`src/rtl/drain_pkg.sv`:
```
// drain_pkg: shared types and constants for the MAC array drain controller.
// The DRAIN_RELU_EN macro (see drain_fsm) is the only build option.
package drain_pkg;

  typedef enum logic [1:0] {
    IDLE,
    WAIT,
    SEND,
    CLEAR
  } drain_state_e;

  function automatic int idx_w(input int n);
    return (n > 1) ? $clog2(n) : 1;
  endfunction

  localparam int N_MACS_DEF = 4;
  localparam int IDX_W      = idx_w(N_MACS_DEF);

endpackage

```
`src/rtl/drain_fsm.sv`:
```
// drain_fsm: snapshots all MAC accumulators once every lane is valid, streams them out, clears the array.
// Optional build macro DRAIN_RELU_EN clamps negative output words to zero.
module drain_fsm
  import drain_pkg::*;
#(
  parameter int ACC_W  = 16,
  parameter int N_MACS = 4
) (
  input  logic                    clk,
  input  logic                    rst,
  input  logic                    start,
  input  logic [N_MACS-1:0]       mac_valid,
  input  logic [N_MACS*ACC_W-1:0] acc_in,
  output logic [ACC_W-1:0]        dout,
  output logic                    dout_valid,
  input  logic                    dout_ready,
  output logic                    dout_last,
  output logic [N_MACS-1:0]       clear,
  output logic                    busy,
  output logic                    done
);

  localparam int IW = idx_w(N_MACS);
  localparam logic [IW-1:0] LAST = IW'(N_MACS - 1);

  drain_state_e      state_q;
  logic [N_MACS-1:0] flags_q;
  logic [IW-1:0]     idx_q;
  logic [N_MACS-1:0] seen;
  logic              cap;
  logic              is_last;
  logic [ACC_W-1:0]  word [N_MACS];

  assign seen    = flags_q | mac_valid;
  assign cap     = (state_q == WAIT) && (&seen);
  assign is_last = (idx_q == LAST);

  always_ff @(posedge clk) begin
    if (rst) begin
      state_q <= IDLE;
      flags_q <= '0;
      idx_q   <= '0;
    end else begin
      case (state_q)
        IDLE: begin
          if (start) begin
            flags_q <= '0;
            state_q <= WAIT;
          end
        end
        WAIT: begin
          flags_q <= seen;
          if (&seen) begin
            idx_q   <= '0;
            state_q <= SEND;
          end
        end
        SEND: begin
          if (dout_ready) begin
            if (is_last) state_q <= CLEAR;
            else idx_q <= idx_q + IW'(1);
          end
        end
        CLEAR: state_q <= IDLE;
        default: state_q <= IDLE;
      endcase
    end
  end

  // Shadow word per lane; the clamp sits after the shadow so stored data is untouched.
  for (genvar i = 0; i < N_MACS; i++) begin : g_lane
    logic [ACC_W-1:0] sh_q;

    always_ff @(posedge clk) begin
      if (rst) sh_q <= '0;
      else if (cap) sh_q <= acc_in[i*ACC_W +: ACC_W];
    end

`ifdef DRAIN_RELU_EN
    assign word[i] = sh_q[ACC_W-1] ? '0 : sh_q;
`else
    assign word[i] = sh_q;
`endif
  end

  assign dout_valid = (state_q == SEND);
  assign dout_last  = dout_valid && is_last;
  assign dout       = dout_valid ? word[idx_q] : '0;
  assign clear      = {N_MACS{state_q == CLEAR}};
  assign done       = (state_q == CLEAR);
  assign busy       = (state_q != IDLE);

endmodule

```
`config.mk`:
```
export PLATFORM = sky130hd
export DESIGN_NAME = drain_fsm
export DESIGN_NICKNAME = d
export VERILOG_FILES = /design/src/rtl/drain_pkg.sv /design/src/rtl/drain_fsm.sv
export SDC_FILE = /design/constraint.sdc
export NUM_CORES = 1
export LEC_CHECK = 0
export BUFFER_PORTS_ARGS = -buffer_cell sky130_fd_sc_hd__buf_2
export CORE_MARGIN = 5
export CORE_UTILIZATION = 51
export DETAILED_ROUTE_END_ITERATION = 10
export PLACE_DENSITY = 0.76
export SYNTH_ARGS = -nofsm -noshare
export SYNTH_HDL_FRONTEND = slang
export SYNTH_SLANG_ARGS = --single-unit
```
`constraint.sdc`:
```
create_clock -name clk -period 2.35 [get_ports clk]
set_clock_uncertainty 0.2 [all_clocks]
set_input_delay 0.47 -clock clk [delete_from_list [all_inputs] [get_ports clk]]
set_output_delay 0.47 -clock clk [all_outputs]
set_load 0.01 [all_outputs]
```
======== Yosys cells after proc, flatten, opt, wreduce, memory -nomap -nowiden ========
Cells that the tools add are included.
cells by class
  magnitude comparators ................... 1
  add/subtract/negate cells ............... 1
  eq/ne operators ......................... 9
  bitwise logic cells ..................... 2
  multiplexer cells ....................... 15
  reductions and logical operators ........ 10
operators by type and width
  kind                                                       number
  two-way mux 16 bit                                         3
  binary-select mux 16 bit (select 2 bit)                    1
  two-way mux 2 bit                                          7
  AND reduction 4 bit                                        3
  case mux 2 bit (4 select lines)                            1
  case mux 4 bit (2 select lines)                            1
  equality test 2 bit (second input constant)                3
  != test 2 x 1 -> 1 bit (second input constant)             3
  nonzero test 2 bit                                         3
  two-way mux 4 bit                                          1
  != test 2 bit (second input constant)                      2
  bitwise OR 4 bit                                           1
  case mux 2 bit (2 select lines)                            1
  greater-or-equal comparator 3 bit (second input constant)  1
  inverter 2 -> 3 bit                                        1
  adder 2 x 1 -> 2 bit (second input constant)               1
  equality test 2 x 1 -> 1 bit (second input constant)       1
  logical AND 1 bit                                          2
  logical NOT 2 bit                                          1
  AND reduction 2 bit                                        1
storage, ports and cells
  input port bits ......................... 72
  flip-flop bits (word level) ............. 72
  logic and storage cells ................. 45
  output and inout port bits .............. 24

======== Longest topological paths before layout ========
Gate-level depths: netlist of run 1.
  depth in word-level cells ............... 5
  gate-level depth with buffers ........... 9
  depth with buffers taken out ............ 6

======== Least setup slack after synthesis of run 1 ========
Ideal clock, no wire load.
  path type ............................... flip-flop to output port
  start point ............................. reg idx_q[1]
  end point ............................... out dout[2]
  arrival ................................. 1,351 ps
  data required time ...................... 1,680 ps
  setup slack ............................. 329 ps
  cell stages (with the launch flop) ...... 5
  cells stage by stage .................... dfxtp_1 > buf_4 > buf_6 > mux4_2 > and2_1
on the way
  longest elaborated chain between the ends .. 5
RTL lines
  item                                                   line             text
  from (decl)                                            drain_fsm.sv:28  logic [IW-1:0] idx_q;
  from (signal assigned)                                 drain_fsm.sv:61  else idx_q <= idx_q + IW'(1);
  inverter 2 -> 3 bit (not written as such)              drain_fsm.sv:88  assign dout = dout_valid ? word[idx_q] : '0;
  binary-select mux 16 bit (select 2 bit)                drain_fsm.sv:88
  two-way mux 16 bit (not written as such) (2 in a row)  drain_fsm.sv:88
  two-way mux 16 bit                                     drain_fsm.sv:88
  to (decl)                                              drain_fsm.sv:14  output logic [ACC_W-1:0] dout,
Every way passes these cells. The select of a mux whose other input is x is not followed.

======== Worst setup path after layout of run 1 ========
  start point ............................. reg idx_q[1]
  end point ............................... out dout[7]
Same word-level chain as after synthesis.

==> results of run 1 <==
Yosys cell counts, types with 3 or more instances:
library cell,n,area [sq um]
nand2_1,132,495
a21oi_1,73,365
dfxtp_1,72,1440
and2_1,17,106
mux4_2,16,360
buf_6,13,146
clkbuf_1,9,33.8
buf_4,7,52.6
ha_1,5,62.6
nor3_1,5,25.0
inv_1,4,15.0
o21ai_0,3,15.0
state kept, by name, indices dropped and copies added (netlist names):
name	cells
state_q	2
idx_q	2
g_lane.sh_q	64
flags_q	4
logic make-up after synthesis:
kind of cell,Yosys count,share of synthesized area (%)
DFF,72,44.0
and+or+nand+nor,164,21.3
AOI/OAI and AO/OA,85,13.9
adders and majority gates,5,1.91
muxes,16,11.0
buffers and inverters,36,7.97
metal layers:
metal | up-vias | GRT usage [%]
li1 | 1445 | -
met1 | 1346 | 24.8
met2 | 118 | 32.6
met3 | 12 | 6.09
met4 | 0 | 6.33
met5 | - | 0
layout make-up:
type	instances	area, sq um	area share (%)
clock buffer	12	165	4.01
clock inverter	4	73.8	1.79
inverter	4	15.0	0.364
multi-input combinational	270	1610	38.9
sequential	72	1450	35.1
tap	77	96.3	2.34
timing repair buffer	110	719	17.5
worst paths after layout:
| path | startpoint | end | depth (start not counted) |
|---|---|---|---|
| max | idx_q[1]$_SDFFE_PP0P_ | dout[7] | 4 |
| max reg2reg | state_q[1]$_SDFFE_PP0P_ | g_lane[1].sh_q[10]$_SDFFE_PP0P_ | 7 |
| min | acc_in[18] | g_lane[1].sh_q[2]$_SDFFE_PP0P_ | 3 |
| min reg2reg | g_lane[1].sh_q[7]$_SDFFE_PP0P_ | g_lane[1].sh_q[7]$_SDFFE_PP0P_ | 2 |
through the flow:
| step | util (%) | TNS (ns) |
|---|---|---|
| global placement | 59.1 | 0 |
| detailed placement | 59.1 | 0 |
| finish | 65.3 | -0.00715 |
| global route | 65.3 | -0.382 |
| floorplan | - | 0 |
| CTS | 63.5 | -0.0132 |
power by group through the flow:
stage | Sequential (uW) | Combinational, uW | Clock, uW
2_1_floorplan | 1330 | 405 | 0
3_3_place_gp | 1350 | 555 | 0
3_5_place_dp | 1350 | 572 | 0
4_1_cts | 1320 | 580 | 1160
5_1_grt | 1330 | 660 | 1220
6_report | 1320 | 586 | 1150
worst min-delay path, delay by kind of cell:
family / cells / cell delay (ns)
buf+inv: 1 / 0.09
simple gates: 1 / 0.04
compound gates: 1 / 0.05
what timing repair did:
action	CTS	global route
cloned	0	1
setup endpoints to repair	16	15
resized for setup	10	20
setup buffers	1	0
pin swaps	4	5
==> impl_metrics.toml, run 1 <==
[run_status]
status = "finished, violations left"
violations = "setup timing"

[clock_network]
htree_num_levels = 3
root_buffer = "clkbuf_8"
postCtsHoldBufs = 0
cts_inserted_buffers = 9
worstSkewPairLatency_ns = 0.34
cts_tree = "done"
clk_pin_slew_ns = 0.07
clkSinkCount = 72
clock_path_buffers = 2

[timing]
slew_headroom_pct = 73.5
slew_viol_final = 0
hold_viol = 0
period_needed_ns = 2.36
fmax_ghz = 0.424
setup_violations = 1
rsz0062_at_grt = "true"
max_slew.worst_pin.slew_ns = 0.397
timing.final.ws_setup_ns = -0.00715
period_share_pct = 100
timing.hold.ws_ns = 0.160

[worst_hold_path]
hp-class = "input pin to flip-flop"

[placement]
place_area_sq_mm = 0.00373
io_buffers = 95
gp_congestion = 0.793
pre_cts_slack_ns = 0.263
dp_cells = 531
post-dp-hpwl_mm = 5.53

[layout]
layout_common_cells = "132 x nand2_1, 84 x buf_2, 73 x a21oi_1"
fin_cells = 549
fin_nets = 544
fillers = 544
antenna_cells = 0
layout_commonest_cell = "nand2_1"
stdcell_area_sq_mm = 0.00412
drive_gt1_share_pct = 33.7
area_delta_synth_final_pct = 25.7

[route]
wl_per_cell_um = 15.1
route.met2.wl_mm = 4.07
ant_nets = 0
drt_iter0_markers = 160
top_layer = "met4"
firstDrtPassIters = 5
vias_per_cell = 5.32
drt-met1-wl_mm = 3.44
drc = 0
wl_mm = 8.27
dr_wl_met3_um = 638
vias = 2921

[floorplanning]
core-area_sq_mm = 0.00631
die_h_um = 90.2
dieArea_sq_mm = 0.00813
die_w_um = 90.2
rows = 29
start_util_pct = 51.9
ioPinCount = 96

[grt]
antenna_found_initial = 0
grt_pass1_wl_mm = 13.4
grt_pass1_vias = 2811
grt_max_degree = 65
overflow = 0
track_usage_pct = 19.8

[worst_setup_path]
critPathMaxFanout = 6
worst-path-buf-inv = 2
path_cells = "clkbuf_16 > mux4_2 > and2_4 > buf_6"
critPathCaptureType = "output port"
critPathKind = "flip-flop to output port"
critical_path.top_delay_family = "multiplexers"
crit_required_ns = 1.68
cp.arrival_ns = 1.69
slowest_delay_ns = 0.49
cp-start-kind = "flip-flop"
cp_slowest_cell = "mux4_2"
reg2reg_slack_ns = 0.38

[synth]
postSynth.asyncResetShare_pct = 0
synth-seq-area-share_pct = 44.0
synth_edf_count = 0
yosysUniqueCellTypes = 29
syn_nets = 455
synth.avg_cell_area_sq_um = 8.68
syn-instance-count = 378
synth_area_sq_mm = 0.00328
ys.flop_type = "dfxtp_1"
synth_seq_cells = 72
synth_warnings = 0

[pwr]
p_leak_uw = 0.00163
swShare_pct = 27.8
net-switching-power_uw = 849
clkPwrFrac_pct = 37.6
sequentialPowerShare_pct = 43.2
power_frac_comb_pct = 19.2
p_int_uw = 2210
worst_ir_drop_vdd_v = 0.000502
power_uw = 3060
pwr_density_cell_mw_per_mm2 = 742

[job]
cap_violations = 0
Note: power is estimated with default switching activity, not from simulation.
==> inputs of run 2 (changes only) <==
--- a/config.mk
+++ b/config.mk
@@ -9,7 +9,9 @@
 export CORE_MARGIN = 5
 export CORE_UTILIZATION = 51
 export DETAILED_ROUTE_END_ITERATION = 10
+export GPL_ROUTABILITY_DRIVEN = 0
 export PLACE_DENSITY = 0.76
+export SETUP_SLACK_MARGIN = 0.05
 export SYNTH_ARGS = -nofsm -noshare
 export SYNTH_HDL_FRONTEND = slang
 export SYNTH_SLANG_ARGS = --single-unit
==> impl_metrics.toml, run 2 (same netlist as run 1, synthesis figures left out) <==
[route]
drt_iter0_markers = 211
wl_mm = 8.33
vias_per_cell = 5.37
firstDrtPassIters = 4
ant_nets = 0
vias = 2947
drc = 0
wl_per_cell_um = 15.2

[clock_network]
clk_pin_slew_ns = 0.08
root_buffer = "clkbuf_8"
worstSkewPairLatency_ns = 0.34
clock_path_buffers = 2
cts_inserted_buffers = 9
cts_tree = "done"
htree_num_levels = 3
clkSinkCount = 72

[pwr]
clkPwrFrac_pct = 37.6
p_int_uw = 2210
power_frac_comb_pct = 19.2
p_leak_uw = 0.00163
power_uw = 3070
swShare_pct = 28.0
pwr_density_cell_mw_per_mm2 = 746
net-switching-power_uw = 857
sequentialPowerShare_pct = 43.2
worst_ir_drop_vdd_v = 0.000525

[layout]
drive_gt1_share_pct = 33.9
seq_area_sq_mm = 0.00145
multi_input_area_sq_mm = 0.00161
layout_common_cells = "132 x nand2_1, 85 x buf_2, 73 x a21oi_1"
layout_commonest_cell = "nand2_1"
largest_reg_flops = 64
fin_nets = 544
reg_top3 = "g_lane.sh_q x64, flags_q x4"
area_delta_synth_final_pct = 25.4
largest_register = "g_lane.sh_q"
antenna_cells = 0
fillers = 540

[timing]
slew_viol_final = 0
fmax_ghz = 0.426
slew_headroom_pct = 73.0
rsz0062_at_grt = "true"
hold_viol = 0
timing.final.ws_setup_ns = 0.00458
period_needed_ns = 2.35
max_slew.worst_pin.slew_ns = 0.406
setup_violations = 0
period_share_pct = 99.8

[grt]
grt_max_degree = 65
overflow = 0
grt_pass1_wl_mm = 13.5
grt_pass1_vias = 2828
antenna_found_initial = 0
track_usage_pct = 19.9

[worst_setup_path]
cp_slowest_cell = "mux4_2"
critPathKind = "flip-flop to output port"
path_cells = "buf_6 > mux4_2 > and2_4 > buf_6"
r2r_cells = 7
cp.arrival_ns = 1.68
critPathCaptureType = "output port"
path_depth = 4
crit_required_ns = 1.68
crit_path_frequent_cell = "buf_6"
slowest_delay_ns = 0.51
cp-start-kind = "flip-flop"
worst-path-buf-inv = 2
critPathMaxFanout = 5
critical_path.top_delay_family = "multiplexers"

[placement]
post-dp-hpwl_mm = 5.53
io_buffers = 95
pre_cts_slack_ns = 0.263

[worst_hold_path]
holdPathStages = 3
hp-class = "input pin to flip-flop"

[run_status]
status = "finished, final reports clean"

[floorplanning]
start_util_pct = 51.9
dieArea_sq_mm = 0.00813
ioPinCount = 96
core-area_sq_mm = 0.00631
die_h_um = 90.2
die_w_um = 90.2
rows = 29

[job]
cap_violations = 0
## run 2: cell count changes in the layout (fill, tap and decap cells not counted)
cell / delta
buf_2: +1
buf_8: -1
dfxtp_1: -1
dfxtp_2: +1
## run 2: path summary, 6_finish.rpt
check                                        from                         endpoint  slack [ns]
setup / recovery            idx_q[1]$_SDFFE_PP0P_                          dout[2]       0.005
hold / removal                         acc_in[18]   g_lane[1].sh_q[2]$_SDFFE_PP0P_        0.16
setup reg to reg          state_q[1]$_SDFFE_PP0P_  g_lane[1].sh_q[10]$_SDFFE_PP0P_        0.37
hold reg to reg   g_lane[1].sh_q[14]$_SDFFE_PP0P_  g_lane[1].sh_q[14]$_SDFFE_PP0P_        0.26
## run 2: cell type report
cell class / instances / area share [%]
repair buffers: 110 / 17.2
clock inverters: 4 / 1.79
well taps: 77 / 2.34
multi-input cells: 270 / 39.0
inverters: 4 / 0.365
clock buffers: 12 / 4.02
flip-flops and latches: 72 / 35.2
## run 2: routing by layer
| layer | routed length (um) | GRT usage, % | vias to the layer above |
|---|---|---|---|
| met3 | 612 | 6.26 | 12 |
| met1 | 3500 | 24.9 | 1372 |
| li1 | - | - | 1450 |
| met4 | 137 | 6.82 | 0 |
| met5 | 0 | 0 | - |
| met2 | 4080 | 32.6 | 113 |
## run 2: what timing repair did
action                                  4_1_cts  5_1_grt
resized for setup                            12       17
pin swaps                                     3        9
hold buffers                                  0        0
endpoints found under the setup margin       16       17
endpoints found under the hold margin         0        0
setup buffers                                 1        0
gates cloned                                  0        1
## run 2: stage by stage
stage | hold slack [ns] | setup TNS (ns) | area, sq um | utilization [%] | cells
after CTS | 0.143 | -0.0347 | 4020 | 63.7 | 548
final | 0.157 | 0 | 4110 | 65.1 | 549
after global routing | 0.147 | -0.267 | 4110 | 65.1 | 549
after floorplan | 0.233 | 0 | 3280 | - | 378
after detailed placement | 0.244 | 0 | 3730 | 59.1 | 531
after global placement | 0.239 | 0 | 3730 | 59.1 | 531
## run 2: power by group through the flow
stage | registers [uW] | clock network (uW) | logic [uW]
final | 1320 | 1150 | 589
after global routing | 1330 | 1220 | 659
after CTS | 1320 | 1160 | 581
after detailed placement | 1350 | 0 | 572
after global placement | 1350 | 0 | 555
after floorplan | 1330 | 0 | 405
## run 2: worst min-delay path, stage by stage
cell     delay [ns]
buf_2          0.09
nand2_1        0.04
a21oi_1        0.05
